===== src/rtl/edge_detector_multi_if.sv =====
// Bus between the asynchronous status lines and tester-side logic: channel inputs,
// run-time controls, and the per-channel pulse/counter results.
interface edge_detector_multi_if #(
  parameter int NUM_CH    = 4,
  parameter int CNT_WIDTH = 8
);
  logic [NUM_CH-1:0]           din;
  logic [1:0]                  mode;
  logic                        clr;
  logic [NUM_CH-1:0]           pulse;
  logic                        any_edge;
  logic [NUM_CH*CNT_WIDTH-1:0] edge_cnt;
  logic [NUM_CH-1:0]           overflow;
  logic                        armed;

  modport master (
    output din, mode, clr,
    input  pulse, any_edge, edge_cnt, overflow, armed
  );

  modport slave (
    input  din, mode, clr,
    output pulse, any_edge, edge_cnt, overflow, armed
  );
endinterface


===== src/rtl/edge_detector_multi.sv =====
// Multi-channel synchronising edge detector with run-time edge selection,
// registered one-cycle pulses and saturating per-channel edge counters.
module edge_detector_multi #(
  parameter int NUM_CH      = 4,
  parameter int SYNC_STAGES = 2,
  parameter int CNT_WIDTH   = 8
) (
  input  logic                  clk,
  input  logic                  n_rst,
  edge_detector_multi_if.slave  bus
);

  typedef enum logic [1:0] {
    MODE_OFF  = 2'b00,
    MODE_RISE = 2'b01,
    MODE_FALL = 2'b10,
    MODE_BOTH = 2'b11
  } mode_e;

  localparam int                   WARM_W    = 3;
  localparam logic [WARM_W-1:0]    WARM_DONE = WARM_W'(SYNC_STAGES + 1);
  localparam logic [CNT_WIDTH-1:0] CNT_MAX   = '1;

  logic [SYNC_STAGES-1:0][NUM_CH-1:0] sync_q, sync_d;
  logic [NUM_CH-1:0]                  prev_q, prev_d;
  logic [NUM_CH-1:0]                  pulse_q, pulse_d;
  logic [NUM_CH-1:0]                  ovf_q, ovf_d;
  logic [NUM_CH-1:0][CNT_WIDTH-1:0]   cnt_q, cnt_d;
  logic                               any_q, any_d;
  logic                               armed_q, armed_d;
  logic [WARM_W-1:0]                  warm_q, warm_d;

  logic [NUM_CH-1:0] sync, rise, fall, det;

  always_comb begin
    sync_d[0] = bus.din;
    for (int k = 1; k < SYNC_STAGES; k++) begin
      sync_d[k] = sync_q[k-1];
    end
  end

  assign sync   = sync_q[SYNC_STAGES-1];
  assign prev_d = sync;
  assign rise   = sync & ~prev_q;
  assign fall   = ~sync & prev_q;

  // Detection stays off until the synchroniser and prev register hold real samples.
  always_comb begin
    det = '0;
    if (armed_q) begin
      case (mode_e'(bus.mode))
        MODE_RISE: det = rise;
        MODE_FALL: det = fall;
        MODE_BOTH: det = rise | fall;
        default:   det = '0;
      endcase
    end
  end

  // NOTE: combinational blocks assign defaults first with blocking '=' so no path
  // leaves a variable unassigned (no latch) and later reads see the updated value.
  always_comb begin
    warm_d  = warm_q;
    armed_d = armed_q;
    if (!armed_q) begin
      warm_d = warm_q + WARM_W'(1);
      if (warm_d == WARM_DONE) armed_d = 1'b1;
    end
  end

  always_comb begin
    cnt_d = cnt_q;
    ovf_d = ovf_q;
    for (int i = 0; i < NUM_CH; i++) begin
      if (bus.clr) begin
        cnt_d[i] = '0;
        ovf_d[i] = 1'b0;
      end else if (det[i]) begin
        if (cnt_q[i] != CNT_MAX) cnt_d[i] = cnt_q[i] + CNT_WIDTH'(1);
        else                     ovf_d[i] = 1'b1;
      end
    end
  end

  assign pulse_d = det;
  assign any_d   = |det;

  // NOTE: every flop, synchroniser stages included, takes the async reset so a
  // din level held through reset cannot leak out as a stale edge; state uses '<='.
  always_ff @(posedge clk or negedge n_rst) begin
    if (!n_rst) begin
      sync_q  <= '0;
      prev_q  <= '0;
      pulse_q <= '0;
      any_q   <= 1'b0;
      cnt_q   <= '0;
      ovf_q   <= '0;
      armed_q <= 1'b0;
      warm_q  <= '0;
    end else begin
      sync_q  <= sync_d;
      prev_q  <= prev_d;
      pulse_q <= pulse_d;
      any_q   <= any_d;
      cnt_q   <= cnt_d;
      ovf_q   <= ovf_d;
      armed_q <= armed_d;
      warm_q  <= warm_d;
    end
  end

  assign bus.pulse    = pulse_q;
  assign bus.any_edge = any_q;
  assign bus.edge_cnt = cnt_q;
  assign bus.overflow = ovf_q;
  assign bus.armed    = armed_q;

endmodule


===== src/flat_wrapper.sv =====
// flat-port wrapper written by rule: the top's interface ports become plain ports
module edge_detector_multi_flat 
#(
  parameter int NUM_CH      = 4,
  parameter int SYNC_STAGES = 2,
  parameter int CNT_WIDTH   = 8
)
  (clk, n_rst, bus_din, bus_mode, bus_clr, bus_pulse, bus_any_edge, bus_edge_cnt, bus_overflow, bus_armed);
  edge_detector_multi_if #(.NUM_CH(NUM_CH), .CNT_WIDTH(CNT_WIDTH)) bus_i ();
  input  logic clk;
  input  logic n_rst;
  input wire logic [$bits(bus_i.din)-1:0] bus_din;
  input wire logic [$bits(bus_i.mode)-1:0] bus_mode;
  input wire logic [$bits(bus_i.clr)-1:0] bus_clr;
  output wire logic [$bits(bus_i.pulse)-1:0] bus_pulse;
  output wire logic [$bits(bus_i.any_edge)-1:0] bus_any_edge;
  output wire logic [$bits(bus_i.edge_cnt)-1:0] bus_edge_cnt;
  output wire logic [$bits(bus_i.overflow)-1:0] bus_overflow;
  output wire logic [$bits(bus_i.armed)-1:0] bus_armed;
  assign bus_i.din = bus_din;
  assign bus_i.mode = bus_mode;
  assign bus_i.clr = bus_clr;
  assign bus_pulse = bus_i.pulse;
  assign bus_any_edge = bus_i.any_edge;
  assign bus_edge_cnt = bus_i.edge_cnt;
  assign bus_overflow = bus_i.overflow;
  assign bus_armed = bus_i.armed;
  edge_detector_multi #(.NUM_CH(NUM_CH), .SYNC_STAGES(SYNC_STAGES), .CNT_WIDTH(CNT_WIDTH)) u_core (.clk(clk), .n_rst(n_rst), .bus(bus_i));
endmodule

===== config.mk =====
export PLATFORM = sky130hd
export DESIGN_NAME = edge_detector_multi_flat
export DESIGN_NICKNAME = d
export VERILOG_FILES = /design/src/rtl/edge_detector_multi_if.sv /design/src/rtl/edge_detector_multi.sv /design/src/flat_wrapper.sv
export SDC_FILE = /design/constraint.sdc
export NUM_CORES = 1
export LEC_CHECK = 0
export CORE_MARGIN = 2
export CORE_UTILIZATION = 52
export DETAILED_ROUTE_END_ITERATION = 16
export PLACE_DENSITY = 0.8
export RECOVER_POWER = 100
export SETUP_SLACK_MARGIN = 0.2
export SLEW_MARGIN = 25
export SYNTH_ARGS = -nofsm -noshare
export SYNTH_HDL_FRONTEND = slang
export SYNTH_SLANG_ARGS = --single-unit

===== constraint.sdc =====
create_clock -name clk -period 2.2 [get_ports clk]
set_input_delay 0.22 -clock clk [delete_from_list [all_inputs] [get_ports clk]]
set_output_delay 0.22 -clock clk [all_outputs]
set_load 0.02 [all_outputs]

==> metrics.cfg <==
[cells_and_area]
fin_util_pct = 70.4
n_antenna_cell = 0
design_area_sq_um = 3620
drive_gt1_share_pct = 8.96
final_common_cell = dfrtp_1
syn_to_final_growth_pct = 29.7
mostFrequentLayoutCells = dfrtp_1, dlygate4sd3_1, nor2_1, nand2_1, a21oi_1
instances_no_fill = 405
fin_nets = 356

[floorplan]
core-area_sq_um = 5140
die_w_microns = 77.3
rows = 26
initial_utilization_pct = 54.3
die_y_microns = 77.3
pin_count = 51
die-area_sq_um = 5970

[drt]
wl_per_cell_microns = 14.4
firstDrtPassIters = 4
viasPerCell = 5.56
drc = 0
via_count = 2252
drtIter0Drc = 121
wirelength_microns = 5810
ant_nets = 0

[synth]
netlist_area_sq_um = 2790
synth_fa_ha_area_share_pct = 6.28
synth.avg_cell_area_sq_um = 10.4
synth_xor_area_share_pct = 0.942
netlist_instances = 268
synth-compound-area-share_pct = 12.2
synth_top_family_by_area = simple AND/OR/NAND/NOR gates
yosys-mux-area-fraction_pct = 3.90
synth.distinct_cells = 48
synth_seq_cells = 57
ys_seq_area_share_pct = 51.1
synth_edf_count = 0
yosys.area_share.simple_pct = 21.8
async_flop_share_pct = 100
yosysWarningCount = 0
synth_flop_cell = dfrtp_1
synthesis.nets = 291

[power]
cellLeakagePower_nw = 1.72
total_power_mw = 2.19
peakVddDrop_v = 0.000466
cellPowerDensity_nw_per_um2 = 606

[worst_setup_path]
crit_path_start_kind = primary input
required_ns = 2.40
reg2reg_depth = 6
crit_path_end_kind = flop
worstPathMaxFanout = 12
r2r_start = u_core.prev_d[0]$_DFF_PN0_
rr_endpoint = u_core.bus.edge_cnt[3]$_DFFE_PN0P_
cp.arrival_ns = 2.18
r2r_slack_ns = 0.26
worst-setup-path-type = primary input to flop

[cts]
insertion_delay_ns = 0.32
cts_buffer_depth = 2
clk_pin_slew_ns = 0.05
numCtsBuffers = 9
htree_levels = 3
cts_root_buffer = clkbuf_8
cts_tree = done
cts_sinks = 57

[sta]
finalMaxSlewViolations = 0
final.period_utilization_pct = 90.1
tightest_slew_ns = 1.46
hold_violations = 0
maxSlewHeadroom_pct = 2.34
period_minus_slack_ns = 1.98
setup_tns_ns = 0
finalSetupViolations = 0
rsz0062_at_grt = true
finalClockSkew_ns = 0.00680
max_freq_mhz = 505

[worst_hold_path]
hold_path_class = flop to flop
holdPathEnd = u_core.prev_d[1]$_DFF_PN0_
whs_path_depth = 0
hp-start = u_core.sync_d[5]$_DFF_PN0_

[global_route]
grt_pass1_vias = 2146
grt_pass1_wl_microns = 9790
antenna_found_initial = 0
gr-total-overflow = 0
grt_usage_pct = 20.5
grt_max_degree = 33

[placement]
portBuffers = 50
gp_congestion = 0.879
place_area_sq_um = 3410
placedCellCount = 389
place_hpwl_microns = 4050

[flow_run]
max_cap_viol_count = 0

[outcome]
status = completed

## worst max-delay path by stage
stage | endpoint | slack (ns) | startpoint
6_report | u_core.bus.edge_cnt[3]$_DFFE_PN0P_ | 0.22 | bus_mode[0]
5_1_grt | u_core.bus.edge_cnt[3]$_DFFE_PN0P_ | 0.12 | bus_mode[0]
4_1_cts | u_core.bus.edge_cnt[3]$_DFFE_PN0P_ | 0.20 | u_core.prev_d[0]$_DFF_PN0_
3_5_place_dp | u_core.bus.edge_cnt[3]$_DFFE_PN0P_ | -0.005 | bus_mode[0]
3_3_place_gp | u_core.bus.edge_cnt[3]$_DFFE_PN0P_ | 0.05 | bus_mode[0]
2_1_floorplan | u_core.bus.edge_cnt[0]$_DFFE_PN0P_ | 0.42 | u_core.bus.edge_cnt[0]$_DFFE_PN0P_
## cell usage after synthesis (4+ instances only)
| cell type | count | area (sq um) |
|---|---|---|
| a211oi_1 | 4 | 30.0 |
| o21ai_0 | 6 | 30.0 |
| nand3_1 | 11 | 55.1 |
| inv_1 | 11 | 41.3 |
| nand2_1 | 23 | 86.3 |
| clkbuf_1 | 5 | 18.8 |
| a21oi_1 | 21 | 105 |
| nor3_1 | 9 | 45.0 |
| nor2_1 | 26 | 97.6 |
| nor2b_1 | 7 | 43.8 |
| ha_1 | 14 | 175 |
| and4b_1 | 8 | 80.1 |
| a31oi_1 | 4 | 25.0 |
| dfrtp_1 | 57 | 1430 |
| mux2_1 | 4 | 45.0 |
## state kept, by name (all words and copies together) (netlist names)
register,count
u_core.bus.any_edge,1
u_core.bus.armed,1
u_core.bus.edge_cnt,32
u_core.bus.overflow,4
u_core.bus.pulse,4
u_core.prev_d,4
u_core.prev_q,4
u_core.sync_d,4
u_core.warm_q,3
## cell families after synthesis
group / after synthesis
flip-flops: 57
adder cells (fa/ha/maj): 14
AND/OR/NAND/NOR: 112
XOR/XNOR: 3
multiplexers: 10
AO/OA/AOI/OAI: 50
buffers and inverters: 22
## critical path, cell delays in order
cell	delay, ns
dlygate4sd3_1	0.78
a21oi_1	0.17
a311oi_4	0.40
nor3b_2	0.25
mux2_1	0.35
## power by group
part,total [mW],leakage [nW],internal (mW),switching [mW]
Sequential,1.11,0.740,1.08,0.0246
Clock,0.841,0.0875,0.482,0.358
Combinational,0.246,0.888,0.103,0.143
Total,2.19,1.72,1.67,0.526
## area by class of cell
class	count	area (sq um)
inverter	13	48.8
sequential	57	1430
fill	406	1520
timing repair buffer	63	592
tap	70	87.6
clock buffer	13	169
multi-input combinational	189	1300
## stage by stage
stage          worst slack, ns  hold slack [ns]
2_1_floorplan            0.416          -0.0756
3_3_place_gp            0.0484            0.258
3_5_place_dp          -0.00542            0.261
4_1_cts                  0.197            0.330
5_1_grt                  0.122            0.359
6_report                 0.218            0.347
## what timing repair did
item / CTS / global route
hold buffers: 1 / 0
buffers inserted: 1 / 1
gates resized for setup: 3 / 2
hold endpoints to repair: 25 / 0
pin swaps: 1 / 1
endpoints found under the setup margin: 3 / 5
## layer usage
layer / up-vias / track usage, % / wire [microns]
met4: 0 / 6.96 / 94
met3: 13 / 6.12 / 240
li1: 1093 / - / -
met1: 1088 / 26.0 / 2660
met5: - / 0 / 0
met2: 58 / 33.6 / 2820
No activity file was read; power rests on OpenSTA's default activity.
